**src/rtl/inst_fetch_ras_if.sv**
```systemverilog
// Fetch-control bundle between the decoder/ALU side and the PC unit.
// Carries branch/call/return controls in and the PC and RAS status out.
interface inst_fetch_ras_if #(
    parameter int PC_W      = 10,
    parameter int OFF_W     = 8,
    parameter int RAS_DEPTH = 4
);
    localparam int CNT_W = $clog2(RAS_DEPTH) + 1;

    logic             Start;
    logic [1:0]       ProgSel;
    logic             Stall;
    logic             BranchAbs;
    logic             BranchRelEn;
    logic             ALU_flag;
    logic [OFF_W-1:0] Offset;
    logic             Call;
    logic             Ret;
    logic [PC_W-1:0]  Target;
    logic [PC_W-1:0]  ProgCtr;
    logic [CNT_W-1:0] RasCount;
    logic             RasOvf;
    logic             RasUnf;

    modport master (
        output Start, ProgSel, Stall, BranchAbs, BranchRelEn,
        output ALU_flag, Offset, Call, Ret, Target,
        input  ProgCtr, RasCount, RasOvf, RasUnf
    );

    modport slave (
        input  Start, ProgSel, Stall, BranchAbs, BranchRelEn,
        input  ALU_flag, Offset, Call, Ret, Target,
        output ProgCtr, RasCount, RasOvf, RasUnf
    );
endinterface

```
**src/rtl/inst_fetch_ras.sv**
```systemverilog
// Program counter with absolute/relative branches, call/return stack,
// stall and per-program start addresses.
module inst_fetch_ras #(
    parameter int PC_W       = 10,
    parameter int OFF_W      = 8,
    parameter int RAS_DEPTH  = 4,
    parameter int PROG0_BASE = 0,
    parameter int PROG1_BASE = 0,
    parameter int PROG2_BASE = 0
) (
    input logic              Clk,
    input logic              Reset,
    inst_fetch_ras_if.slave  bus
);
    localparam int PTR_W = $clog2(RAS_DEPTH);
    localparam int CNT_W = PTR_W + 1;

    logic [PC_W-1:0]  r_pc;
    logic [CNT_W-1:0] r_cnt;
    logic [PTR_W-1:0] r_ptr;
    logic             r_ovf;
    logic             r_unf;
    logic [PC_W-1:0]  r_ras [RAS_DEPTH];

    logic [PC_W-1:0]  w_pc_inc;
    logic [PC_W-1:0]  w_off_ext;
    logic [PC_W-1:0]  w_base;
    logic [PTR_W-1:0] w_ptr_dec;
    logic             w_full;
    logic             w_empty;
    logic             w_ret;
    logic             w_push;

    assign w_pc_inc  = r_pc + PC_W'(1);
    assign w_off_ext = PC_W'($signed(bus.Offset));
    assign w_ptr_dec = r_ptr - PTR_W'(1);
    assign w_full    = (r_cnt == CNT_W'(RAS_DEPTH));
    assign w_empty   = (r_cnt == '0);
    assign w_ret     = !bus.Start && !bus.Stall && bus.Ret;
    assign w_push    = !bus.Start && !bus.Stall && !bus.Ret && bus.Call;

    // ProgSel=3 is not a real program and falls back to program 0
    always_comb begin
        w_base = PC_W'(PROG0_BASE);
        case (bus.ProgSel)
            2'd1:    w_base = PC_W'(PROG1_BASE);
            2'd2:    w_base = PC_W'(PROG2_BASE);
            default: w_base = PC_W'(PROG0_BASE);
        endcase
    end

    // Stack storage needs no reset; the count decides what is valid
    always_ff @(posedge Clk) begin
        if (w_push)
            r_ras[r_ptr] <= w_pc_inc;
    end

    always_ff @(posedge Clk or negedge Reset) begin
        if (!Reset) begin
            r_pc  <= '0;
            r_cnt <= '0;
            r_ptr <= '0;
            r_ovf <= 1'b0;
            r_unf <= 1'b0;
        end else if (bus.Start) begin
            r_pc  <= w_base;
            r_cnt <= '0;
            r_ptr <= '0;
            r_ovf <= 1'b0;
            r_unf <= 1'b0;
        end else if (bus.Stall) begin
            r_pc  <= r_pc;
        end else if (w_ret) begin
            if (!w_empty) begin
                r_pc  <= r_ras[w_ptr_dec];
                r_cnt <= r_cnt - CNT_W'(1);
                r_ptr <= w_ptr_dec;
            end else begin
                r_pc  <= w_pc_inc;
                r_unf <= 1'b1;
            end
        end else if (w_push) begin
            r_pc  <= bus.Target;
            r_ptr <= r_ptr + PTR_W'(1);
            // A full stack overwrites its oldest entry and stays full
            if (w_full)
                r_ovf <= 1'b1;
            else
                r_cnt <= r_cnt + CNT_W'(1);
        end else if (bus.BranchAbs) begin
            r_pc  <= bus.Target;
        end else if (bus.BranchRelEn && bus.ALU_flag) begin
            r_pc  <= r_pc + w_off_ext;
        end else begin
            r_pc  <= w_pc_inc;
        end
    end

    assign bus.ProgCtr  = r_pc;
    assign bus.RasCount = r_cnt;
    assign bus.RasOvf   = r_ovf;
    assign bus.RasUnf   = r_unf;
endmodule
```
**src/flat_wrapper.sv**
```systemverilog
// flat-port wrapper written by rule: the top's interface ports become plain ports
module inst_fetch_ras_flat 
#(
    parameter int PC_W       = 10,
    parameter int OFF_W      = 8,
    parameter int RAS_DEPTH  = 4,
    parameter int PROG0_BASE = 0,
    parameter int PROG1_BASE = 0,
    parameter int PROG2_BASE = 0
)
  (Clk, Reset, bus_Start, bus_ProgSel, bus_Stall, bus_BranchAbs, bus_BranchRelEn, bus_ALU_flag, bus_Offset, bus_Call, bus_Ret, bus_Target, bus_ProgCtr, bus_RasCount, bus_RasOvf, bus_RasUnf);
  inst_fetch_ras_if #(.PC_W(PC_W), .OFF_W(OFF_W), .RAS_DEPTH(RAS_DEPTH)) bus_i ();
  input logic Clk;
  input logic Reset;
  input wire logic [$bits(bus_i.Start)-1:0] bus_Start;
  input wire logic [$bits(bus_i.ProgSel)-1:0] bus_ProgSel;
  input wire logic [$bits(bus_i.Stall)-1:0] bus_Stall;
  input wire logic [$bits(bus_i.BranchAbs)-1:0] bus_BranchAbs;
  input wire logic [$bits(bus_i.BranchRelEn)-1:0] bus_BranchRelEn;
  input wire logic [$bits(bus_i.ALU_flag)-1:0] bus_ALU_flag;
  input wire logic [$bits(bus_i.Offset)-1:0] bus_Offset;
  input wire logic [$bits(bus_i.Call)-1:0] bus_Call;
  input wire logic [$bits(bus_i.Ret)-1:0] bus_Ret;
  input wire logic [$bits(bus_i.Target)-1:0] bus_Target;
  output wire logic [$bits(bus_i.ProgCtr)-1:0] bus_ProgCtr;
  output wire logic [$bits(bus_i.RasCount)-1:0] bus_RasCount;
  output wire logic [$bits(bus_i.RasOvf)-1:0] bus_RasOvf;
  output wire logic [$bits(bus_i.RasUnf)-1:0] bus_RasUnf;
  assign bus_i.Start = bus_Start;
  assign bus_i.ProgSel = bus_ProgSel;
  assign bus_i.Stall = bus_Stall;
  assign bus_i.BranchAbs = bus_BranchAbs;
  assign bus_i.BranchRelEn = bus_BranchRelEn;
  assign bus_i.ALU_flag = bus_ALU_flag;
  assign bus_i.Offset = bus_Offset;
  assign bus_i.Call = bus_Call;
  assign bus_i.Ret = bus_Ret;
  assign bus_i.Target = bus_Target;
  assign bus_ProgCtr = bus_i.ProgCtr;
  assign bus_RasCount = bus_i.RasCount;
  assign bus_RasOvf = bus_i.RasOvf;
  assign bus_RasUnf = bus_i.RasUnf;
  inst_fetch_ras #(.PC_W(PC_W), .OFF_W(OFF_W), .RAS_DEPTH(RAS_DEPTH), .PROG0_BASE(PROG0_BASE), .PROG1_BASE(PROG1_BASE), .PROG2_BASE(PROG2_BASE)) u_core (.Clk(Clk), .Reset(Reset), .bus(bus_i));
endmodule
```
**config.mk**
```make
export PLATFORM = sky130hd
export DESIGN_NAME = inst_fetch_ras_flat
export DESIGN_NICKNAME = d
export VERILOG_FILES = /design/src/rtl/inst_fetch_ras_if.sv /design/src/rtl/inst_fetch_ras.sv /design/src/flat_wrapper.sv
export SDC_FILE = /design/constraint.sdc
export NUM_CORES = 1
export LEC_CHECK = 0
export ABC_AREA = 1
export CAP_MARGIN = 20
export CORE_MARGIN = 4
export CORE_UTILIZATION = 41
export CTS_CLUSTER_DIAMETER = 40
export CTS_CLUSTER_SIZE = 40
export DETAILED_ROUTE_END_ITERATION = 10
export HOLD_SLACK_MARGIN = 0.08
export PLACE_DENSITY = 0.63
export REMOVE_ABC_BUFFERS = 1
export SYNTH_ARGS = -nofsm -noshare
export SYNTH_HDL_FRONTEND = slang
export SYNTH_SLANG_ARGS = --single-unit
```
**constraint.sdc**
```tcl
create_clock -name Clk -period 5.9 [get_ports Clk]
set_input_delay 1.18 -clock Clk [delete_from_list [all_inputs] [get_ports Clk]]
set_output_delay 1.18 -clock Clk [all_outputs]
set_load 0.005 [all_outputs]
```
==> results by group, run 1 <==
Finish
  • Area Overhead vs Synth: 20.4%
  • Nets: about 500
  • Final std cells w/o fill: around 560
  • Ant. Diodes: 0
  • Util after Layout: 0.506
  • Layout cells sized above 1: 0.0741

Detailed routing
  • Routed WL per cell: 14.9 um
  • DRT Pass-1 Iters: 4
  • Via count: ~2900
  • Drt initial violations: ~170
  • Via density: 5.14
  • Final ANT Viol Nets: 0
  • Drt total wl: between 8 and 9 mm
  • DRC Markers: 0

Yosys
  • Synthesized area per cell: about 8.4 um2
  • Number of synthesized flops with an enable pin: 40
  • Synth Cell Area: between 3000 and 4000 um2
  • Yosys cell types: 38
  • Cells after Synth: 411
  • Ys flop type: edfxtp_1
  • Synth Warn #: 0
  • Async SR Flop Fraction: 0.298
  • Flops & latches, synth: 57
  • Part of the Yosys area used for sequential elements: 0.471

Die
  • Die Wd: 99.8 um
  • Core ar.: 8220 um2
  • Initial Util: 0.420
  • Die footprint: about 10000 um2
  • # IOs: 44
  • Die H: 99.8 um
  • Row count: 33

Critical path
  • Worst Path Arrival: approximately 3500 ps
  • Register-to-register setup slack: 2710 ps
  • CP Class: reg2reg
  • Critical Path Start Type: flop
  • CP Data Required Time: 6170 ps
  • Crit path max fanout: 24
  • Crit end category: flop

Timing
  • Final Setup Violations: 0
  • Final Cycle Share: 0.540
  • Worst clock skew: between 10 and 15 ps
  • Final min period: approximately 3200 ps
  • Maximum clock rate: 314 MHz
  • Setup TNS Final: 0 ps
  • RSZ-0062 raised after global routing: no
  • Worst-Margin Slew: just under 1000 ps
  • Relative slew slack: 0.344
  • Slew Viols, Final: 0
  • Final WS setup: about 2700 ps
  • Final hold vios: 0

Pwr
  • P_leak: roughly 1.8 nW
  • Maximum VDD drop: 0.138 mV
  • Cell Pwr Density: approximately 300 nW/um2

Clocking
  • Worst-path clk slew: ~70 ps
  • Num Clock Sinks: 57
  • CTS H-Tree Depth: 3
  • Post-CTS sizing: 0
  • CTS root buffer: clkbuf_8
  • CTS Buffer Depth: 2
  • CTS tree: yes
  • TritonCTS buffer count: 9
  • Hold bufs inserted after CTS: 0
  • Post-CTS Repair Setup Buffers: 0
  • Clock latency on the worst-skew pair: 340 ps

GRT
  • Number of global-route vias before repair: 2885
  • Largest net degree at the start of global routing: 25
  • Total gr overflow: 0
  • Initial antenna violation count: 0
  • Tot GR Track Use: 0.178
  • Global-route wire length before repair: roughly 14 mm

Placed design
  • IO Port Bufs: 41
  • Detail Placement HPWL: approximately 6.3 mm
  • Gpl congestion: 0.869
  • Placed cells: 548
  • Pre-CTS setup slack: ~2500 ps

Outcome
  • Status: completed

Flow run
  • Maxcap violations: 0

Hold path
  • Min-delay worst type: reg2reg
-- layout by cell type, fill, tap and decap left out, types with 2 or more instances in the layout --
master	count
nand2_1	117
inv_1	45
clkdlybuf4s50_1	41
edfxtp_1	40
nor2_1	32
nand3_1	30
a21oi_1	30
o21ai_0	21
dfrtp_1	17
ha_1	14
clkbuf_8	11
nand4_1	6
o211ai_1	6
o221ai_1	6
xor2_1	4
nor2_4	3
inv_2	3
o21ai_1	3
clkinv_2	3
nor2_2	2
nand2_2	2
o21a_1	2
inv_4	2
a32o_1	2
or2_2	2
fa_1	2
-- synthesized netlist by cell type (3+ instances only) --
cell | count | area (um2)
nand2_1 | 117 | 439
inv_1 | 45 | 169
edfxtp_1 | 40 | 1200
nor2_1 | 32 | 120
a21oi_1 | 30 | 150
nand3_1 | 30 | 150
o21ai_0 | 21 | 105
dfrtp_1 | 17 | 425
ha_1 | 14 | 175
nand4_1 | 6 | 37.5
o211ai_1 | 6 | 45.0
o221ai_1 | 6 | 52.6
clkbuf_1 | 5 | 18.8
xor2_1 | 4 | 35.0
inv_2 | 3 | 11.3
nor2_4 | 3 | 33.8
o21ai_1 | 3 | 15.0
-- flip-flops by register name, summed over array words and instances (netlist names) --
name                 count
u_core.bus.RasUnf        1
u_core.r_ras            40
u_core.r_ptr             2
u_core.bus.RasOvf        1
u_core.bus.RasCount      3
u_core.bus.ProgCtr      10
-- metrics by stage --
| step | power [mW] | instance area (um2) | hold slack (ps) |
|---|---|---|---|
| floorplan | 0.746 | 3410 | 473 |
| global placement | 0.885 | 3950 | 467 |
| detailed placement | 0.892 | 3950 | 469 |
| CTS | 1.27 | 4160 | 488 |
| global route | 1.34 | 4160 | 521 |
| finish | 1.26 | 4160 | 483 |
-- final cells by class --
type                            count  area [um2]
Fill cell                         780        4060
Sequential cell                    57        1630
Multi-Input combinational cell    295        1590
Timing Repair Buffer               41         410
Inverter                           50         193
Clock buffer                       11         151
Tap cell                          105         131
Clock inverter                      5        53.8
-- power breakdown --
| group | switching (mW) | leakage, nW | internal [mW] |
|---|---|---|---|
| registers | 0.0449 | 0.588 | 0.462 |
| clock network | 0.159 | 0.109 | 0.216 |
| logic | 0.229 | 1.10 | 0.146 |
-- final timing paths --
kind / start / depth (start not counted) / end
worst max-delay path: u_core.r_ptr[0]$_DFFE_PN0P_ / 9 / u_core.bus.ProgCtr[7]$_DFFE_PN0N_
worst min-delay path: u_core.bus.RasUnf$_DFFE_PN0P_ / 2 / u_core.bus.RasUnf$_DFFE_PN0P_
worst max register to register: u_core.r_ptr[0]$_DFFE_PN0P_ / 9 / u_core.bus.ProgCtr[7]$_DFFE_PN0N_
worst min register to register: u_core.bus.RasUnf$_DFFE_PN0P_ / 2 / u_core.bus.RasUnf$_DFFE_PN0P_
max in group asynchronous: Reset / 1 / u_core.bus.ProgCtr[9]$_DFFE_PN0N_
min in group asynchronous: Reset / 1 / u_core.r_ptr[0]$_DFFE_PN0P_
-- cells by family after synthesis --
logic type      after synthesis  synth area share
simple gates                200             0.256
compound gates               74             0.129
buf+inv                      59            0.0685
flops                        57             0.471
fa+ha+maj                    16            0.0623
xor+xnor                      5            0.0127
-- critical path, cell delays in order (launching register included) --
cell      delay (ps)
dfrtp_1          770
inv_1            550
ha_1             570
inv_1            400
o21ai_0          170
o221ai_1         270
nand2_1           90
a21oi_1          160
nand2_1           80
nand2_1           50
-- layer usage --
metal	global-route usage	part of all wire	vias to the layer above
met5	0	0	-
met4	0.0714	0.021	0
met3	0.0354	0.042	14
met2	0.294	0.48	79
met1	0.229	0.46	1333
li1	-	-	1472
(Power assumes the default switching activity.)
==> run 2: changes to the inputs <==
--- a/config.mk
+++ b/config.mk
@@ -13,7 +13,7 @@
 export CTS_CLUSTER_SIZE = 40
 export DETAILED_ROUTE_END_ITERATION = 10
 export HOLD_SLACK_MARGIN = 0.08
-export PLACE_DENSITY = 0.63
+export PLACE_DENSITY = 0.65
 export REMOVE_ABC_BUFFERS = 1
 export SYNTH_ARGS = -nofsm -noshare
 export SYNTH_HDL_FRONTEND = slang
==> constraint.sdc (replaced) <==
create_clock -name Clk -period 2.56 [get_ports Clk]
set_input_delay 0.512 -clock Clk [delete_from_list [all_inputs] [get_ports Clk]]
set_output_delay 0.512 -clock Clk [all_outputs]
set_load 0.005 [all_outputs]
==> run 2 against run 1 <==
- flip-flop and latch count stayed put
- non-clock buffer count is 13 higher
- hold slack better by 8.3 ps
- largest power group unchanged
- final area is 1.3% higher
==> results by group, run 2 (same netlist as run 1, synthesis figures left out) <==
Clocking
  • Worst-path clk slew: 70 ps (about the same)
  • Post-CTS sizing: 0 (unchanged)
  • TritonCTS buffer count: 9 (unchanged)
  • CTS H-Tree Depth: 3 (unchanged)
  • CTS Buffer Depth: 2 (unchanged)
  • CTS root buffer: clkbuf_8
  • Post-CTS Repair Setup Buffers: 0 (unchanged)
  • Num Clock Sinks: 57 (unchanged)
  • Hold bufs inserted after CTS: 0 (unchanged)
  • Clock latency on the worst-skew pair: 330 ps (about the same)
  • CTS tree: yes

Finish
  • Fin area: 4210 um2 (+1.3%)
  • Layout cells sized above 1: 0.0975 (+0.0234)
  • Max FFs per register: 40 (unchanged)
  • Area Overhead vs Synth: 21.9%
  • Seq. cell area: 1630 um2 (unchanged)
  • Footprint of the multi-input gates: 1590 um2 (unchanged)
  • Fillers: 782 (+0.26%)
  • Nets: 512 (+2.6%)
  • Most frequent cells in the layout: nand2_1 (117), inv_1 (45), clkdlybuf4s50_1 (41)
  • Commonest non-fill, non-tap cell in the layout: nand2_1
  • Ant. Diodes: 0 (unchanged)
  • Register bank with the most flops: u_core.r_ras
  • Final std cells w/o fill: 577 (+2.3%)

Critical path
  • CP Class: in2reg
  • Critical Path Start Type: input pin
  • Crit end category: flop
  • Worst Path Arrival: 2410 ps (-1050 ps)
  • Crit path max fanout: 3 (-88%)
  • CP Data Required Time: 2780 ps (-3390 ps)
  • Crit path largest cell delay: 470 ps (-300 ps)
  • CP dominant cell by count: nand2_1
  • Slowest cell on crit path: clkdlybuf4s50_1
  • Crit path cell chain: clkdlybuf4s50_1, ha_1, inv_1, fa_1, inv_1, nand3_1, nand2_1, nand2_1, nand3_1, o211ai_1, nand2_1, nand2_1, nand2_1, nand2_1

Pwr
  • Overall power: 2.78 mW (+120%)
  • Cell Pwr Density: 660 nW/um2 (+120%)
  • Maximum VDD drop: 0.304 mV (+120%)
  • P_leak: 1.84 nW (+2.2%)

Outcome
  • Status: completed

Detailed routing
  • Final ANT Viol Nets: 0 (unchanged)
  • Drt total wl: 8.55 mm (+1.9%)
  • Via count: 2937 (+1.3%)
  • DRC Markers: 0 (unchanged)
  • Via density: 5.09 (-0.94%)
  • DRT Pass-1 Iters: 5 (+1)
  • Drt initial violations: 185 (+6.9%)
  • Routed WL per cell: 14.8 um (-0.35%)

Timing
  • Worst-Margin Slew: 425 ps (-556 ps)
  • Worst clock skew: 7.41 ps (-5.22 ps)
  • Final hold slack: 491 ps (+8.34 ps)
  • Relative slew slack: 0.716 (+0.373)
  • RSZ-0062 raised after global routing: no
  • Maximum clock rate: 458 MHz
  • Final Cycle Share: 0.853
  • Setup TNS Final: 0 ps (unchanged)
  • Final Setup Violations: 0 (unchanged)
  • Final min period: 2180 ps
  • Final hold vios: 0 (unchanged)
  • Slew Viols, Final: 0 (unchanged)

Die
  • # IOs: 44 (unchanged)
  • Row count: 33 (unchanged)
  • Initial Util: 0.420 (unchanged)
  • Die H: 99.8 um (unchanged)
  • Core ar.: 8220 um2 (unchanged)
  • Die footprint: 9960 um2 (unchanged)
  • Die Wd: 99.8 um (unchanged)

Placed design
  • IO Port Bufs: 41 (unchanged)
  • DP Area: 4050 um2 (+2.5%)
  • Placed cells: 561 (+2.4%)
  • Gpl congestion: 0.850 (-2.2%)
  • Detail Placement HPWL: 6.30 mm (about the same)

GRT
  • Initial antenna violation count: 0 (unchanged)
  • Largest net degree at the start of global routing: 24 (-4.0%)
  • Number of global-route vias before repair: 2788 (-3.4%)
  • Global-route wire length before repair: 14.0 mm (+1.4%)
  • Total gr overflow: 0 (unchanged)
  • Tot GR Track Use: 0.179 (+0.00138)

Hold path
  • Min-delay worst type: reg2reg

Flow run
  • Maxcap violations: 0 (unchanged)
run 2: cell types whose count changed in the layout (fill, tap and decap cells not counted):
cell / before / now
clkbuf_8: 11 / 9
buf_4: 0 / 13
clkinvlp_4: 0 / 2
bufinv_16: 1 / 0
clkinv_4: 1 / 0
clkbuf_1: 0 / 1
clkinv_2: 3 / 4
run 2: area by class of cell:
cell class,instances,share of cell area
multi-input combinational,295,0.378
inverter,50,0.0457
clock buffer,10,0.0303
timing repair buffer,54,0.121
sequential,57,0.386
tap,105,0.0312
clock inverter,6,0.00832
run 2: worst max-delay path, delay by kind of cell:
kind	cells	cell delay [ps]
fa+ha+maj	2	560
buf+inv	3	630
compound gates	1	100
simple gates	8	600
run 2: path summary, 6_finish.rpt:
check	slack, ps	startpoint	to	depth (start not counted)
worst max-delay path	380	bus_Offset[0]	u_core.bus.ProgCtr[4]$_DFFE_PN0N_	14
worst max register to register	450	u_core.bus.ProgCtr[0]$_DFFE_PN0N_	u_core.bus.ProgCtr[4]$_DFFE_PN0N_	13
max in group asynchronous	1840	Reset	u_core.bus.ProgCtr[9]$_DFFE_PN0N_	2
worst min register to register	490	u_core.bus.RasUnf$_DFFE_PN0P_	u_core.bus.RasUnf$_DFFE_PN0P_	2
min in group asynchronous	510	Reset	u_core.r_ptr[0]$_DFFE_PN0P_	2
worst min-delay path	490	u_core.bus.RasUnf$_DFFE_PN0P_	u_core.bus.RasUnf$_DFFE_PN0P_	2
run 2: layer usage:
metal  vias to the layer above  GRT usage  share of wire
met5                         -          0              0
met4                         0     0.0515          0.013
met3                        10     0.0320          0.034
met2                        67      0.281           0.47
met1                      1354      0.255           0.48
li1                       1506          -              -
run 2: per-stage QoR:
stage	setup WS (ps)	utilization
final	376	0.513
after global routing	226	0.513
after CTS	389	0.513
after detailed placement	54.6	0.493
after global placement	47.7	0.493
after floorplan	307	-
run 2: report_power, final:
part	switching, mW	internal [mW]
sequential	0.0838	1.06
combinational	0.554	0.365
clock	0.367	0.343
total	1.01	1.77
==> run 3: changes to the inputs <==
--- a/config.mk
+++ b/config.mk
@@ -12,7 +12,7 @@
 export CTS_CLUSTER_DIAMETER = 40
 export CTS_CLUSTER_SIZE = 40
 export DETAILED_ROUTE_END_ITERATION = 10
-export HOLD_SLACK_MARGIN = 0.08
+export HOLD_SLACK_MARGIN = 0.06
 export PLACE_DENSITY = 0.65
 export REMOVE_ABC_BUFFERS = 1
 export SYNTH_ARGS = -nofsm -noshare
==> results of run 3 <==
No change in the layout: final DEF, timing and power equal those of run 2.
